$ cat config.mk
export PLATFORM = sky130hd
export DESIGN_NAME = rot_byte_serializer_flat
export DESIGN_NICKNAME = d
export VERILOG_FILES = /design/src/rtl/rot_byte_serializer_pkg.sv /design/src/rtl/rot_byte_serializer_if.sv /design/src/rtl/ser_bit_timer.sv /design/src/rtl/rot_byte_serializer.sv /design/src/flat_wrapper.sv
export SDC_FILE = /design/constraint.sdc
export NUM_CORES = 1
export LEC_CHECK = 0
export BUFFER_PORTS_ARGS = -buffer_cell sky130_fd_sc_hd__buf_2
export CAP_MARGIN = 20
export CORE_MARGIN = 3
export CORE_UTILIZATION = 25
export DETAILED_ROUTE_END_ITERATION = 10
export HOLD_SLACK_MARGIN = 0.1
export PLACE_DENSITY = 0.52
export SLEW_MARGIN = 10
export SYNTH_ARGS = -nofsm -noshare
export SYNTH_HDL_FRONTEND = slang
export SYNTH_SLANG_ARGS = --single-unit
export TNS_END_PERCENT = 100
$ cat constraint.sdc
create_clock -name clk -period 4.3 [get_ports clk]
set_clock_uncertainty 0.2 [all_clocks]
set_input_delay 0 -clock clk [delete_from_list [all_inputs] [get_ports clk]]
set_output_delay 0 -clock clk [all_outputs]
set_load 0.005 [all_outputs]
$ cat src/rtl/rot_byte_serializer_pkg.sv
// Shared types and frame constants for the rotate-unit byte serializer.
// Frame length depends on SER_PARITY_EN.
package rot_ser_pkg;
    localparam int DATA_W = 8;
`ifdef SER_PARITY_EN
    localparam int FRAME_BITS = 11;
`else
    localparam int FRAME_BITS = 10;
`endif
    typedef enum logic [2:0] {IDLE, START, DATA, PARITY, STOP} ser_state_t;
endpackage

$ cat src/rtl/rot_byte_serializer_if.sv
// Byte handshake plus serial-line status between the rotator and the serializer.
interface rot_byte_serializer_if;
    import rot_ser_pkg::*;
    logic [DATA_W-1:0] data_in;
    logic              data_valid;
    logic              data_ready;
    logic              tx;
    logic              busy;
    logic              done;

    modport master (output data_in, data_valid, input data_ready, tx, busy, done);
    modport slave  (input data_in, data_valid, output data_ready, tx, busy, done);
endinterface

$ cat src/rtl/ser_bit_timer.sv
// Bit-period down-counter: tick marks a bit boundary, counter rests at zero when not reloaded.
module ser_bit_timer #(
    parameter int CLKS_PER_BIT = 868
) (
    input  logic clk,
    input  logic reset,
    input  logic load,
    output logic tick
);
    localparam int CNT_W = $clog2(CLKS_PER_BIT);
    localparam logic [CNT_W-1:0] RELOAD = CNT_W'(CLKS_PER_BIT - 1);

    logic [CNT_W-1:0] cnt_q, cnt_d;

    always_comb begin
        cnt_d = cnt_q;
        if (load)
            cnt_d = RELOAD;
        else if (cnt_q != '0)
            cnt_d = cnt_q - CNT_W'(1);
    end

    always_ff @(posedge clk) begin
        if (reset) cnt_q <= '0;
        else       cnt_q <= cnt_d;
    end

    assign tick = (cnt_q == '0);
endmodule

$ cat src/rtl/rot_byte_serializer.sv
// Async-serial frame transmitter for rotator output bytes (start, 8 data LSB-first, stop).
// Define SER_PARITY_EN to insert an even-parity bit before the stop bit.
module rot_byte_serializer
    import rot_ser_pkg::*;
#(
    parameter int CLKS_PER_BIT = 868
) (
    input logic                 clk,
    input logic                 reset,
    rot_byte_serializer_if.slave bus
);
    ser_state_t        state_q, state_d;
    logic [DATA_W-1:0] shreg_q, shreg_d;
    logic [2:0]        bit_cnt_q, bit_cnt_d;
    logic              tx_q, tx_d;
    logic              busy_q, busy_d;
    logic              done_q, done_d;
    logic              ready_q, ready_d;
    logic              timer_load, bit_tick, accept;
`ifdef SER_PARITY_EN
    logic              par_q, par_d;
`endif

    ser_bit_timer #(.CLKS_PER_BIT(CLKS_PER_BIT)) u_timer (
        .clk   (clk),
        .reset (reset),
        .load  (timer_load),
        .tick  (bit_tick)
    );

    // ready_q is only high in IDLE, so a held valid cannot re-accept mid-frame
    assign accept = bus.data_valid && ready_q;

    always_comb begin
        state_d    = state_q;
        shreg_d    = shreg_q;
        bit_cnt_d  = bit_cnt_q;
        tx_d       = tx_q;
        busy_d     = busy_q;
        ready_d    = ready_q;
        done_d     = 1'b0;
        timer_load = 1'b0;
`ifdef SER_PARITY_EN
        par_d      = par_q;
`endif
        case (state_q)
            IDLE: if (accept) begin
                state_d    = START;
                shreg_d    = bus.data_in;
                bit_cnt_d  = '0;
                tx_d       = 1'b0;
                busy_d     = 1'b1;
                ready_d    = 1'b0;
                timer_load = 1'b1;
`ifdef SER_PARITY_EN
                par_d      = ^bus.data_in;
`endif
            end
            START: if (bit_tick) begin
                state_d    = DATA;
                tx_d       = shreg_q[0];
                timer_load = 1'b1;
            end
            DATA: if (bit_tick) begin
                timer_load = 1'b1;
                shreg_d    = shreg_q >> 1;
                bit_cnt_d  = bit_cnt_q + 3'd1;
                if (bit_cnt_q == 3'd7) begin
`ifdef SER_PARITY_EN
                    state_d = PARITY;
                    tx_d    = par_q;
`else
                    state_d = STOP;
                    tx_d    = 1'b1;
`endif
                end else begin
                    tx_d = shreg_q[1];
                end
            end
`ifdef SER_PARITY_EN
            PARITY: if (bit_tick) begin
                state_d    = STOP;
                tx_d       = 1'b1;
                timer_load = 1'b1;
            end
`endif
            // timer is already at zero here and stays there through IDLE
            STOP: if (bit_tick) begin
                state_d = IDLE;
                tx_d    = 1'b1;
                busy_d  = 1'b0;
                ready_d = 1'b1;
                done_d  = 1'b1;
            end
            default: begin
                state_d = IDLE;
                tx_d    = 1'b1;
                busy_d  = 1'b0;
                ready_d = 1'b1;
            end
        endcase
    end

    always_ff @(posedge clk) begin
        if (reset) begin
            state_q   <= IDLE;
            shreg_q   <= '0;
            bit_cnt_q <= '0;
            tx_q      <= 1'b1;
            busy_q    <= 1'b0;
            done_q    <= 1'b0;
            ready_q   <= 1'b1;
`ifdef SER_PARITY_EN
            par_q     <= 1'b0;
`endif
        end else begin
            state_q   <= state_d;
            shreg_q   <= shreg_d;
            bit_cnt_q <= bit_cnt_d;
            tx_q      <= tx_d;
            busy_q    <= busy_d;
            done_q    <= done_d;
            ready_q   <= ready_d;
`ifdef SER_PARITY_EN
            par_q     <= par_d;
`endif
        end
    end

    assign bus.tx         = tx_q;
    assign bus.busy       = busy_q;
    assign bus.done       = done_q;
    assign bus.data_ready = ready_q;
endmodule

$ cat src/flat_wrapper.sv
// flat-port wrapper written by rule: the top's interface ports become plain ports
module rot_byte_serializer_flat import rot_ser_pkg::*;
#(
    parameter int CLKS_PER_BIT = 868
)
  (clk, reset, bus_data_in, bus_data_valid, bus_data_ready, bus_tx, bus_busy, bus_done);
  rot_byte_serializer_if bus_i ();
  input logic clk;
  input logic reset;
  input wire logic [$bits(bus_i.data_in)-1:0] bus_data_in;
  input wire logic [$bits(bus_i.data_valid)-1:0] bus_data_valid;
  output wire logic [$bits(bus_i.data_ready)-1:0] bus_data_ready;
  output wire logic [$bits(bus_i.tx)-1:0] bus_tx;
  output wire logic [$bits(bus_i.busy)-1:0] bus_busy;
  output wire logic [$bits(bus_i.done)-1:0] bus_done;
  assign bus_i.data_in = bus_data_in;
  assign bus_i.data_valid = bus_data_valid;
  assign bus_data_ready = bus_i.data_ready;
  assign bus_tx = bus_i.tx;
  assign bus_busy = bus_i.busy;
  assign bus_done = bus_i.done;
  rot_byte_serializer #(.CLKS_PER_BIT(CLKS_PER_BIT)) u_core (.clk(clk), .reset(reset), .bus(bus_i));
endmodule
=== After elaboration in Yosys (flattened, before gate mapping) ===
Cells that the tools add are included.

* Add/subtract/negate cells: 2
* Eq/ne operators: 9
* Muxes and demuxes: 27
* Bitwise gates (word level): 2
* Reductions and logical operators: 13

{| class="wikitable"
|+ Operators with widths
! kind !! count
|-
| 3-bit two-way mux || 7
|-
| 10-bit two-way mux || 2
|-
| 8-bit two-way mux || 2
|-
| 8-bit case mux with 2 select lines || 1
|-
| 3-bit case mux with 4 select lines || 1
|-
| 10-bit zero test || 1
|-
| 2-bit by 1-bit inequality test with 1-bit output (second input constant) || 5
|-
| 10-bit nonzero test || 1
|-
| 10-bit by 1-bit subtractor with 10-bit output (second input constant) || 1
|-
| 1-bit two-way mux || 9
|-
| 3-bit == test (second input constant) || 2
|-
| 1-bit case mux with 3 select lines || 2
|-
| 3-bit case mux with 2 select lines || 1
|-
| 3-bit AND reduction || 2
|-
| 2-bit OR reduction || 3
|-
| 5-bit AND reduction || 1
|-
| 1-bit case mux with 4 select lines || 1
|-
| 4-bit AND reduction || 1
|-
| 2-bit nonzero test || 2
|-
| 3-bit by 1-bit adder with 3-bit output (second input constant) || 1
|-
| 3-bit by 1-bit == test with 1-bit output (second input constant) || 1
|-
| 3-bit by 2-bit == test with 1-bit output (second input constant) || 1
|-
| 3-bit zero test || 1
|-
| 1-bit NOT || 2
|-
| other kinds (2) || 2
|}

* Bits in registers: 28
* Input bits: 11
* Output and inout port bits: 4
* Word-level logic and storage cells: 62

=== Depth between registers and ports, before layout ===
Gate-level depths: netlist (run 1).

* Depth after elaboration: 4
* Mapped depth: 7

=== By module ===
A second synthesis (run 1) with hierarchy kept.

* Cells, all modules: 157
* Area total of the unflattened synthesis: 1506.4 um2

{| class="wikitable"
|+ Modules (own cells, without submodules)
! module !! instances !! cells an instance !! area an instance (um2) !! sequential area each (um2)
|-
| rot_byte_serializer || 1 || 100 || 972.2 || 360.3
|-
| ser_bit_timer || 1 || 57 || 534.3 || 200.2
|}

=== Least setup slack after synthesis (run 1) ===
No wires, ideal clock.

* Path type: register -> register
* Start point: register u_core.u_timer.cnt_q[0]
* End point: register u_core.u_timer.cnt_q[7]
* Setup time: 80 ps
* Arrival: 1758 ps
* Slack: 2263 ps
* Cell stages (with the launch flop): 8
* Path buffers: 1
* Cell sequence: dfxtp_1 > inv_1 > ha_1 > nor4b_4 > and3_1 > buf_6 > or4b_1 > a211oi_2

* Longest elaborated chain between the ends: 4
* Elaborated cells on any way between the ends: 6
* Classes of those cells: 1 x add/sub; 2 x mux; 3 x reduce/logical

{| class="wikitable"
|+ Ends and longest elaborated chain
! item !! RTL line !! text
|-
| start: declaration || ser_bit_timer.sv:13 || <nowiki>logic [CNT_W-1:0] cnt_q, cnt_d;</nowiki>
|-
| start signal: assignment || ser_bit_timer.sv:25 || <nowiki>else cnt_q <= cnt_d;</nowiki>
|-
| branches (longest 4 deep; another with 10-bit by 1-bit subtractor with 10-bit output) || - ||
|}

Parallel ways; which one is timed is not known.
A chain may end at the register's enable or synchronous reset.

=== Worst setup path after layout (run 1) ===
* Start point: register u_core.state_q[2]
* End point: register u_core.shreg_q[7]

* Longest elaborated chain between the ends: 3
* Elaborated cells on any way between the ends: 7
* Classes of those cells: 3 x eq/ne; 1 x mux; 3 x reduce/logical

{| class="wikitable"
|+ Ends and longest elaborated chain
! item !! RTL line !! text
|-
| start: declaration || rot_byte_serializer.sv:12 || <nowiki>ser_state_t state_q, state_d;</nowiki>
|-
| start signal: assignment || rot_byte_serializer.sv:117 || <nowiki>state_q <= state_d;</nowiki>
|-
| 3-bit by 2-bit == test with 1-bit output / 3-bit zero test (equally long branches) || rot_byte_serializer.sv:46 || <nowiki>case (state_q)</nowiki>
|-
| 2-bit by 1-bit inequality test with 1-bit output (no source line) / 2-bit nonzero test (equally long branches) || - ||
|-
| 3-bit AND reduction (no source line) || - ||
|-
| end signal: assignment || rot_byte_serializer.sv:118 || <nowiki>shreg_q <= shreg_d;</nowiki>
|-
| end: declaration || rot_byte_serializer.sv:13 || <nowiki>logic [DATA_W-1:0] shreg_q, shreg_d;</nowiki>
|}

Several ways; a longest one is shown, not always the timed one.

==> results_dict.tcl, run 1 <==
set metrics [dict create \
    antenna_found_initial 0 \
    floorplan.initialDensity_pct 26.5 \
    dp_slack_ns 2.09 \
    final-instance-count-excl-fill 254 \
    crit_buf_inv 2 \
    finalSetupViolations 0 \
    netlist_area_sq_um 1400 \
    grt.total_usage_pct 10.0 \
    first_pass_iters 4 \
    core_sq_um 5270 \
    fmaxAchievable_ghz 0.337 \
    routed_via_density 4.70 \
    outcome "complete, no violations" \
    period_share_pct 69.0 \
    path_clk_slew_ns 0.09 \
    place_area_sq_um 1510 \
    slowest_stage "nor2b_1" \
    synth_commonest_cells "dfxtp_1 (28), nor3_1 (16), a21oi_1 (13), a211oi_1 (9), mux2i_1 (9)" \
    max-cap-violations 0 \
    drt_first_iter_violations 41 \
    fin_ws_ns 1.33 \
    p_leak_nw 0.647 \
    synth.avg_cell_area_sq_um 8.96 \
    crit_family "buffers and inverters" \
    fin_area_sq_um 1760 \
    htreeDepth 1 \
    hold_violations 0 \
    vdd_drop_max_mv 0.159 \
    die-area_sq_um 6520 \
    yosysTopAreaCell "dfxtp_1" \
    hold_class "flip-flop to flip-flop" \
    gp_congestion 0.764 \
    io_pins 15 \
    clock_path_buffers 2 \
    wl_per_cell_microns 12.1 \
    synth_cell_types 44 \
    fin_tns_setup_ns 0 \
    die_y_microns 80.8 \
    powerDensity_nw_per_um2 499 \
    route.detailed.drc 0 \
    ys_ff_latch 28 \
    crit_path_max_fanout 11 \
    ys_warn_count 0 \
    rsz0062_at_grt "no" \
    critPathCaptureType "flip-flop" \
    synth_enable_flop_cells 0 \
    num_rows 26 \
    cts_root_buf "clkbuf_8" \
    grt_pass1_vias 1138 \
    r2r-start "u_core.state_q[2]" \
    grt_max_degree 30 \
    dp_cells 231 \
    diodes 0 \
    critPathArrivalTime_ns 2.98 \
    n_fill_cell 557 \
    critPathLaunchType "flip-flop" \
    crit_chain "nor3_1 -> nor2b_1 -> nand2_1 -> dlygate4sd3_1 -> a21oi_1 -> dlygate4sd3_1" \
    grt_pass1_wl_mm 5.27 \
    cts_tree "yes" \
    required_ns 4.31 \
    crit_start "u_core.state_q[2]" \
    cts_num_sinks 28 \
    overflow 0 \
    max_slew.worst_pin.slew_ns 0.710 \
    synth-seq-area-share_pct 40.1 \
    synth_most_common_cell "dfxtp_1" \
    yosys_most_used_dff "dfxtp_1" \
    synth.top_cell.area_share_pct 40.1 \
    path_class "flip-flop to flip-flop" \
    worstHoldStart "u_core.bit_cnt_q[2]" \
    cts_buffers 3 \
    die_w_microns 80.8 \
    hpwl_mm 2.02 \
    drt-total-wl_mm 3.08 \
    area_growth_pct 25.8 \
    cts_resized 0 \
    synth.top_cells.by_area "dfxtp_1 (40%), mux2i_1 (6.4%), nor3_1 (5.7%), a211oi_1 (4.8%), a21oi_1 (4.7%)" \
    synthCells 156 \
    route.vias.total 1195 \
    ant_nets 0 \
    async_flop_share_pct 0 \
    relSlewSlack_pct 52.5 \
    clock_latency_ns 0.27 \
    fin_crit_ns 2.97 \
    syn_nets 170 \
    nets 199 \
    drive_gt1_share_pct 16.3 \
    maxSlewViolCount 0 \
    path_common_cell "dlygate4sd3_1" \
    max_stage_delay_ns 0.63 \
    portBuffers 14 \
]
[flip-flops by register name (all words and copies together), names as in the netlist]
| register | count |
|---|---|
| u_core.u_timer.cnt_q | 10 |
| u_core.shreg_q | 8 |
| u_core.bit_cnt_q | 3 |
| u_core.state_q | 3 |
| u_core.bus.busy | 1 |
| u_core.bus.data_ready | 1 |
| u_core.bus.done | 1 |
| u_core.bus.tx | 1 |
[layer usage]
| layer | vias up | global-route usage (%) | routed length, microns |
|---|---|---|---|
| li1 | 635 | - | - |
| met2 | 17 | 16.1 | 1370 |
| met5 | - | 0 | 0 |
| met1 | 539 | 13.7 | 1570 |
| met3 | 4 | 2.33 | 92 |
| met4 | 0 | 2.53 | 40 |
[worst reg2reg max path: cells and delay by family, from the launching register on]
kind	cells	cell delay [ns]
buffers and inverters	2	1.14
DFF	1	0.41
AOI/OAI and AO/OA	1	0.11
and+or+nand+nor	3	1.05
[stage by stage]
stage	power, mW	util, %	hold slack [ns]
detailed placement	0.696	28.7	0.0566
global route	0.950	33.4	0.313
CTS	0.881	33.4	0.285
finish	0.877	33.4	0.281
global placement	0.699	28.7	0.0506
floorplan	0.630	-	-0.0640
[layout by cell type (no fill, tap or decap), types with 4 or more instances in the layout]
cell type,count
dfxtp_1,28
dlygate4sd3_1,19
nor3_1,16
buf_2,14
a21oi_1,13
mux2i_1,9
a211oi_1,9
nor2_1,8
nand2_1,8
nand3_1,6
o21ai_0,5
a31oi_1,4
clkbuf_8,4
[report_power, final]
part	leakage, nW	total, mW	switching [mW]	internal, mW
logic	0.387	0.347	0.183	0.164
registers	0.231	0.370	0.0569	0.313
clock network	0.0288	0.161	0.0788	0.0818
total	0.647	0.877	0.319	0.559
[worst paths after layout]
path | cells past startpoint | slack, ns | to
setup / recovery | 6 | 1.33 | u_core.shreg_q[7]
hold / removal | 2 | 0.28 | u_core.bit_cnt_q[2]
setup reg to reg | 6 | 1.33 | u_core.shreg_q[7]
hold reg to reg | 2 | 0.28 | u_core.bit_cnt_q[2]
[final cells by class]
type                       instances  area (sq um)  share of cell area [%]
multi-input combinational        115           776                    44.1
sequential                        28           561                    31.9
timing repair buffer              34           268                    15.2
tap                               70          87.6                    4.98
clock buffer                       4          55.1                    3.13
inverter                           3          11.3                   0.641
[what timing repair did]
action                                 4_1_cts  5_1_grt
setup buffers                                0        0
hold buffers                                19        0
endpoints found under the hold margin       26        0
[logic make-up (layout without fill, tap and decap cells)]
group | after synthesis | in the layout | share of synthesized area (%)
compound gates | 40 | 40 | 18.5
simple gates | 59 | 59 | 25.2
buf+inv | 13 | 41 | 4.39
fa+ha+maj | 3 | 3 | 2.69
xor+xnor | 3 | 3 | 1.88
mux | 10 | 10 | 7.25
flops | 28 | 28 | 40.1
(Power assumes the default switching activity.)
==> run 2: changes to the inputs <==
clock period = 3 ns   (was 4.3 ns; I/O delays follow)
==> results_dict.tcl, run 2 (synthesized netlist as in run 1, its figures left out) <==
set metrics [dict create \
    fmaxAchievable_ghz 0.355 \
    drive_gt1_share_pct 18.7 \
    relSlewSlack_pct 62.6 \
    p_leak_nw 0.671 \
    outcome "complete, no violations" \
    diodes 0 \
    min_to "u_core.bit_cnt_q[1]" \
    cts_tree "yes" \
    fin_tns_setup_ns 0 \
    htreeDepth 1 \
    crit_chain "nor3_1 -> nor2b_2 -> nand2_1 -> dlygate4sd3_1 -> a21oi_1 -> dlygate4sd3_1" \
    grt_pass1_vias 1179 \
    floorplan.initialDensity_pct 26.5 \
    clockPowerShare_pct 21.6 \
    fin_area_sq_um 1800 \
    grtUsageMet1_pct 15.4 \
    cts_buffers 3 \
    cts_num_sinks 28 \
    grt-busiest-layer "met2" \
    die-area_sq_um 6520 \
    routed_via_density 4.85 \
    rsz0062_at_grt "no" \
    finalSetupViolations 0 \
    antenna_found_initial 0 \
    max_slew.worst_pin.slew_ns 0.561 \
    final_cell_mix "dfxtp_1 (28), dlygate4sd3_1 (19), nor3_1 (16)" \
    reg2reg_slack_ns 0.19 \
    fin_ws_ns 0.186 \
    max-cap-violations 0 \
    clock_path_buffers 2 \
    reg2reg_depth 6 \
    path_class "flip-flop to flip-flop" \
    crit_path_max_fanout 11 \
    num_rows 26 \
    met2_usage_pct 17.2 \
    internal_power_mw 0.893 \
    die_y_microns 80.8 \
    worstHoldStart "u_core.bit_cnt_q[1]" \
    hold_depth 2 \
    route.vias.total 1247 \
    largest-register "u_core.u_timer.cnt_q" \
    fin_crit_ns 2.81 \
    holdWs_ns 0.282 \
    maxSlewViolCount 0 \
    swShare_pct 34.6 \
    die_w_microns 80.8 \
    pwr-share-seq_pct 39.1 \
    p_comb_share_pct 39.3 \
    clock_latency_ns 0.27 \
    core_sq_um 5270 \
    grt.total_usage_pct 10.9 \
    hold_class "flip-flop to flip-flop" \
    drt_first_iter_violations 49 \
    r2r-start "u_core.state_q[0]" \
    required_ns 3.02 \
    critPathCaptureType "flip-flop" \
    largest_register_ffs 10 \
    portBuffers 14 \
    use_met3_pct 2.66 \
    dp_slack_ns 0.800 \
    vdd_drop_max_mv 0.259 \
    ant_nets 0 \
    path_clk_slew_ns 0.09 \
    path_common_cell "dlygate4sd3_1" \
    first_pass_iters 4 \
    overflow 0 \
    cts_root_buf "clkbuf_8" \
    final_common_cell "dfxtp_1" \
    period_share_pct 93.8 \
    hpwl_mm 2.07 \
    final-instance-count-excl-fill 257 \
    area_growth_pct 28.8 \
    critPathLaunchType "flip-flop" \
    route.detailed.drc 0 \
    drt-total-wl_mm 3.29 \
    nets 202 \
    wl_per_cell_microns 12.8 \
    dp_cells 231 \
    hold_violations 0 \
    critPathArrivalTime_ns 2.83 \
    place_area_sq_um 1510 \
    gp_congestion 0.759 \
    p_sw_mw 0.472 \
    max_stage_delay_ns 0.57 \
    powerDensity_nw_per_um2 758 \
    slowest_stage "dlygate4sd3_1" \
    io_pins 15 \
    r2r_end "u_core.shreg_q[7]" \
    grt_pass1_wl_mm 5.69 \
    reg_top3 "u_core.u_timer.cnt_q: 10 flops, u_core.shreg_q: 8 flops" \
    grt_max_degree 30 \
]
==> run 2: cell count changes in the layout (fill, tap and decap cells not counted) <==
cell / change
buf_4: +3
nor2b_2: +1
and4_2: +1
and4_1: -1
nor2b_1: -1
clkbuf_8: -1
bufinv_16: +1
==> run 2: through the flow <==
step	util, %	total power [mW]
finish	34.2	1.37
global route	34.2	1.47
CTS	33.7	1.33
detailed placement	28.7	0.994
global placement	28.7	1.00
floorplan	-	0.903
==> run 2: layout make-up <==
| cell class | instances | area, sq um |
|---|---|---|
| fillers | 558 | 3470 |
| multi-input cells | 115 | 779 |
| flip-flops and latches | 28 | 561 |
| repair buffers | 37 | 290 |
| well taps | 70 | 87.6 |
| clock buffers | 3 | 41.3 |
| clock inverters | 1 | 30.0 |
| inverters | 3 | 11.3 |
==> run 2: power by group through the flow <==
| stage | Clock, mW | Sequential, mW | Combinational [mW] |
|---|---|---|---|
| 2_1_floorplan | 0 | 0.515 | 0.388 |
| 3_3_place_gp | 0 | 0.541 | 0.463 |
| 3_5_place_dp | 0 | 0.540 | 0.454 |
| 4_1_cts | 0.306 | 0.532 | 0.492 |
| 5_1_grt | 0.318 | 0.548 | 0.601 |
| 6_report | 0.294 | 0.534 | 0.536 |
==> run 2: repair_timing <==
item,CTS,global route
gates resized for setup,0,2
hold buffers,19,0
setup buffers,0,3
endpoints found under the setup margin,0,2
hold endpoints to repair,23,0
==> run 2: worst max-delay path, delay by kind of cell (launching register included) <==
family,cells,cell delay (ns)
flip-flops,1,0.43
AND/OR/NAND/NOR,3,0.89
buffers and inverters,2,1.13
AO/OA/AOI/OAI,1,0.11
==> run 2: layer usage <==
layer | part of all wire (%) | vias up
li1 | - | 644
met3 | 4.1 | 2
met2 | 46 | 22
met4 | 0.64 | 0
met5 | 0 | -
met1 | 49 | 579
==> run 2: worst max-delay path by stage <==
| stage | startpoint | to | slack, ns | depth (start not counted) |
|---|---|---|---|---|
| after CTS | u_core.state_q[0] | u_core.shreg_q[7] | 0.03 | 6 |
| after global placement | u_core.u_timer.cnt_q[0] | u_core.shreg_q[5] | 0.83 | 6 |
| after floorplan | u_core.u_timer.cnt_q[0] | u_core.u_timer.cnt_q[7] | 0.96 | 7 |
| after global routing | u_core.state_q[0] | u_core.shreg_q[7] | 0.03 | 6 |
| final | u_core.state_q[0] | u_core.shreg_q[7] | 0.19 | 6 |
| after detailed placement | u_core.u_timer.cnt_q[0] | u_core.shreg_q[1] | 0.80 | 6 |
==> run 3: changes to the inputs <==
==> constraint.sdc (replaced) <==
create_clock -name clk -period 3 [get_ports clk]
set_clock_uncertainty 0.2 [all_clocks]
set_input_delay 0.3 -clock clk [delete_from_list [all_inputs] [get_ports clk]]
set_output_delay 0.3 -clock clk [all_outputs]
set_load 0.005 [all_outputs]
==> results_dict.tcl, run 3 (synthesized netlist as in run 1, its figures left out) <==
set metrics [dict create \
    area_growth_pct 14.1 \
    cts_buffers 3 \
    max_slew.worst_pin.slew_ns 0.771 \
    reg_top3 "u_core.u_timer.cnt_q: 10 flops, u_core.shreg_q: 8 flops" \
    cts_setup_buffers 0 \
    gp_congestion 0.759 \
    portBuffers 14 \
    final_common_cell "dfxtp_1" \
    critPathArrivalTime_ns 2.21 \
    grt_pass1_vias 1073 \
    fin_tns_setup_ns 0 \
    critPathLaunchType "flip-flop" \
    power_mw 1.28 \
    final_cell_mix "dfxtp_1 (28), nor3_1 (16), buf_2 (14)" \
    hold_violations 0 \
    route.vias.total 1163 \
    outcome "complete, no violations" \
    die_y_microns 80.8 \
    cts_tree "yes" \
    drive_gt1_share_pct 18.1 \
    r2r-start "u_core.u_timer.cnt_q[0]" \
    antenna_found_initial 0 \
    overflow 0 \
    worstHoldStart "bus_data_in[4]" \
    p_leak_nw 0.569 \
    crit_start "u_core.u_timer.cnt_q[0]" \
    crit_path_max_fanout 10 \
    slowest_stage "and4_1" \
    reg2reg_slack_ns 0.78 \
    crit_chain "inv_1 -> ha_1 -> nor4b_4 -> and4_1 -> nor3_1 -> a211oi_1" \
    largest_register_ffs 10 \
    holdWs_ns 0.163 \
    rsz0062_at_grt "no" \
    die-area_sq_um 6520 \
    max_stage_delay_ns 0.52 \
    htreeDepth 1 \
    num_rows 26 \
    cts_root_buf "clkbuf_8" \
    ant_nets 0 \
    drt_first_iter_violations 57 \
    floorplan.initialDensity_pct 26.5 \
    clock_path_buffers 2 \
    largest-register "u_core.u_timer.cnt_q" \
    grt_pass1_wl_mm 5.23 \
    first_pass_iters 4 \
    die_w_microns 80.8 \
    core_sq_um 5270 \
    routed_via_density 4.93 \
    fmaxAchievable_ghz 0.451 \
    max-cap-violations 0 \
    hpwl_mm 2.07 \
    required_ns 2.99 \
    maxSlewViolCount 0 \
    path_clk_slew_ns 0.09 \
    met2_usage_pct 14.7 \
    grt.total_usage_pct 9.98 \
    period_share_pct 74.0 \
    nets 181 \
    clock_latency_ns 0.27 \
    use_met3_pct 2.66 \
    grt_max_degree 30 \
    vdd_drop_max_mv 0.252 \
    drt-total-wl_mm 2.97 \
    grtUsageMet1_pct 14.8 \
    cts_num_sinks 28 \
    wl_per_cell_microns 12.6 \
    grt-busiest-layer "met1" \
    io_pins 15 \
    n_fill_cell 568 \
    fin_crit_ns 2.22 \
    path_class "flip-flop to flip-flop" \
    route.detailed.drc 0 \
    relSlewSlack_pct 48.5 \
    powerDensity_nw_per_um2 805 \
    critPathCaptureType "flip-flop" \
    finalSetupViolations 0 \
    diodes 0 \
    hold_class "input port to flip-flop" \
]
## run 3: cell types whose count changed in the layout (fill, tap and decap cells not counted)
cell           previous run  this run
and4_2                    1         0
and4_1                    0         1
dlygate4sd3_1            19         1
nor2b_2                   1         0
buf_4                     4         1
nor2b_1                   0         1
## run 3: worst max-delay path: cells and delay by family, from the launching register on
| kind | cells | cell delay (ns) |
|---|---|---|
| flip-flops | 1 | 0.33 |
| AND/OR/NAND/NOR | 3 | 1.06 |
| buffers and inverters | 1 | 0.08 |
| adder cells (fa/ha/maj) | 1 | 0.22 |
| AO/OA/AOI/OAI | 1 | 0.24 |
## run 3: repair_timing
item                                    in CTS  in global routing
endpoints found under the setup margin       0                  0
resized for setup                            0                  0
endpoints found under the hold margin        1                  0
hold buffers                                 1                  0
## run 3: cell type report
cell class,count,area (sq um),area share [%]
multi-input combinational,115,776,48.7
sequential,28,561,35.2
timing repair buffer,16,87.6,5.49
tap,70,87.6,5.49
clock buffer,3,41.3,2.59
clock inverter,1,30.0,1.88
inverter,3,11.3,0.706
## run 3: worst paths after layout
path / end / cells after the start
hold reg to reg: u_core.shreg_q[7] / 2
setup / recovery: u_core.shreg_q[1] / 6
hold / removal: u_core.shreg_q[4] / 3
setup reg to reg: u_core.shreg_q[1] / 6
## run 3: routing by layer
layer | up-vias | share of wire (%)
met5 | - | 0
met4 | 0 | 0.71
met3 | 2 | 3.4
met2 | 21 | 42
met1 | 542 | 53
li1 | 598 | -
## run 3: where the power goes
| group | total [mW] | internal, mW | switching [mW] |
|---|---|---|---|
| logic | 0.457 | 0.205 | 0.253 |
| registers | 0.533 | 0.449 | 0.0841 |
| clock network | 0.294 | 0.179 | 0.115 |
## run 3: metrics by stage
step                util [%]  setup slack, ns  instances  area, sq um
global route            30.2            0.540        236         1590
CTS                     30.2            0.779        236         1590
finish                  30.2            0.781        236         1590
floorplan                  -            0.963        156         1400
global placement        28.7            0.834        231         1510
detailed placement      28.7            0.800        231         1510
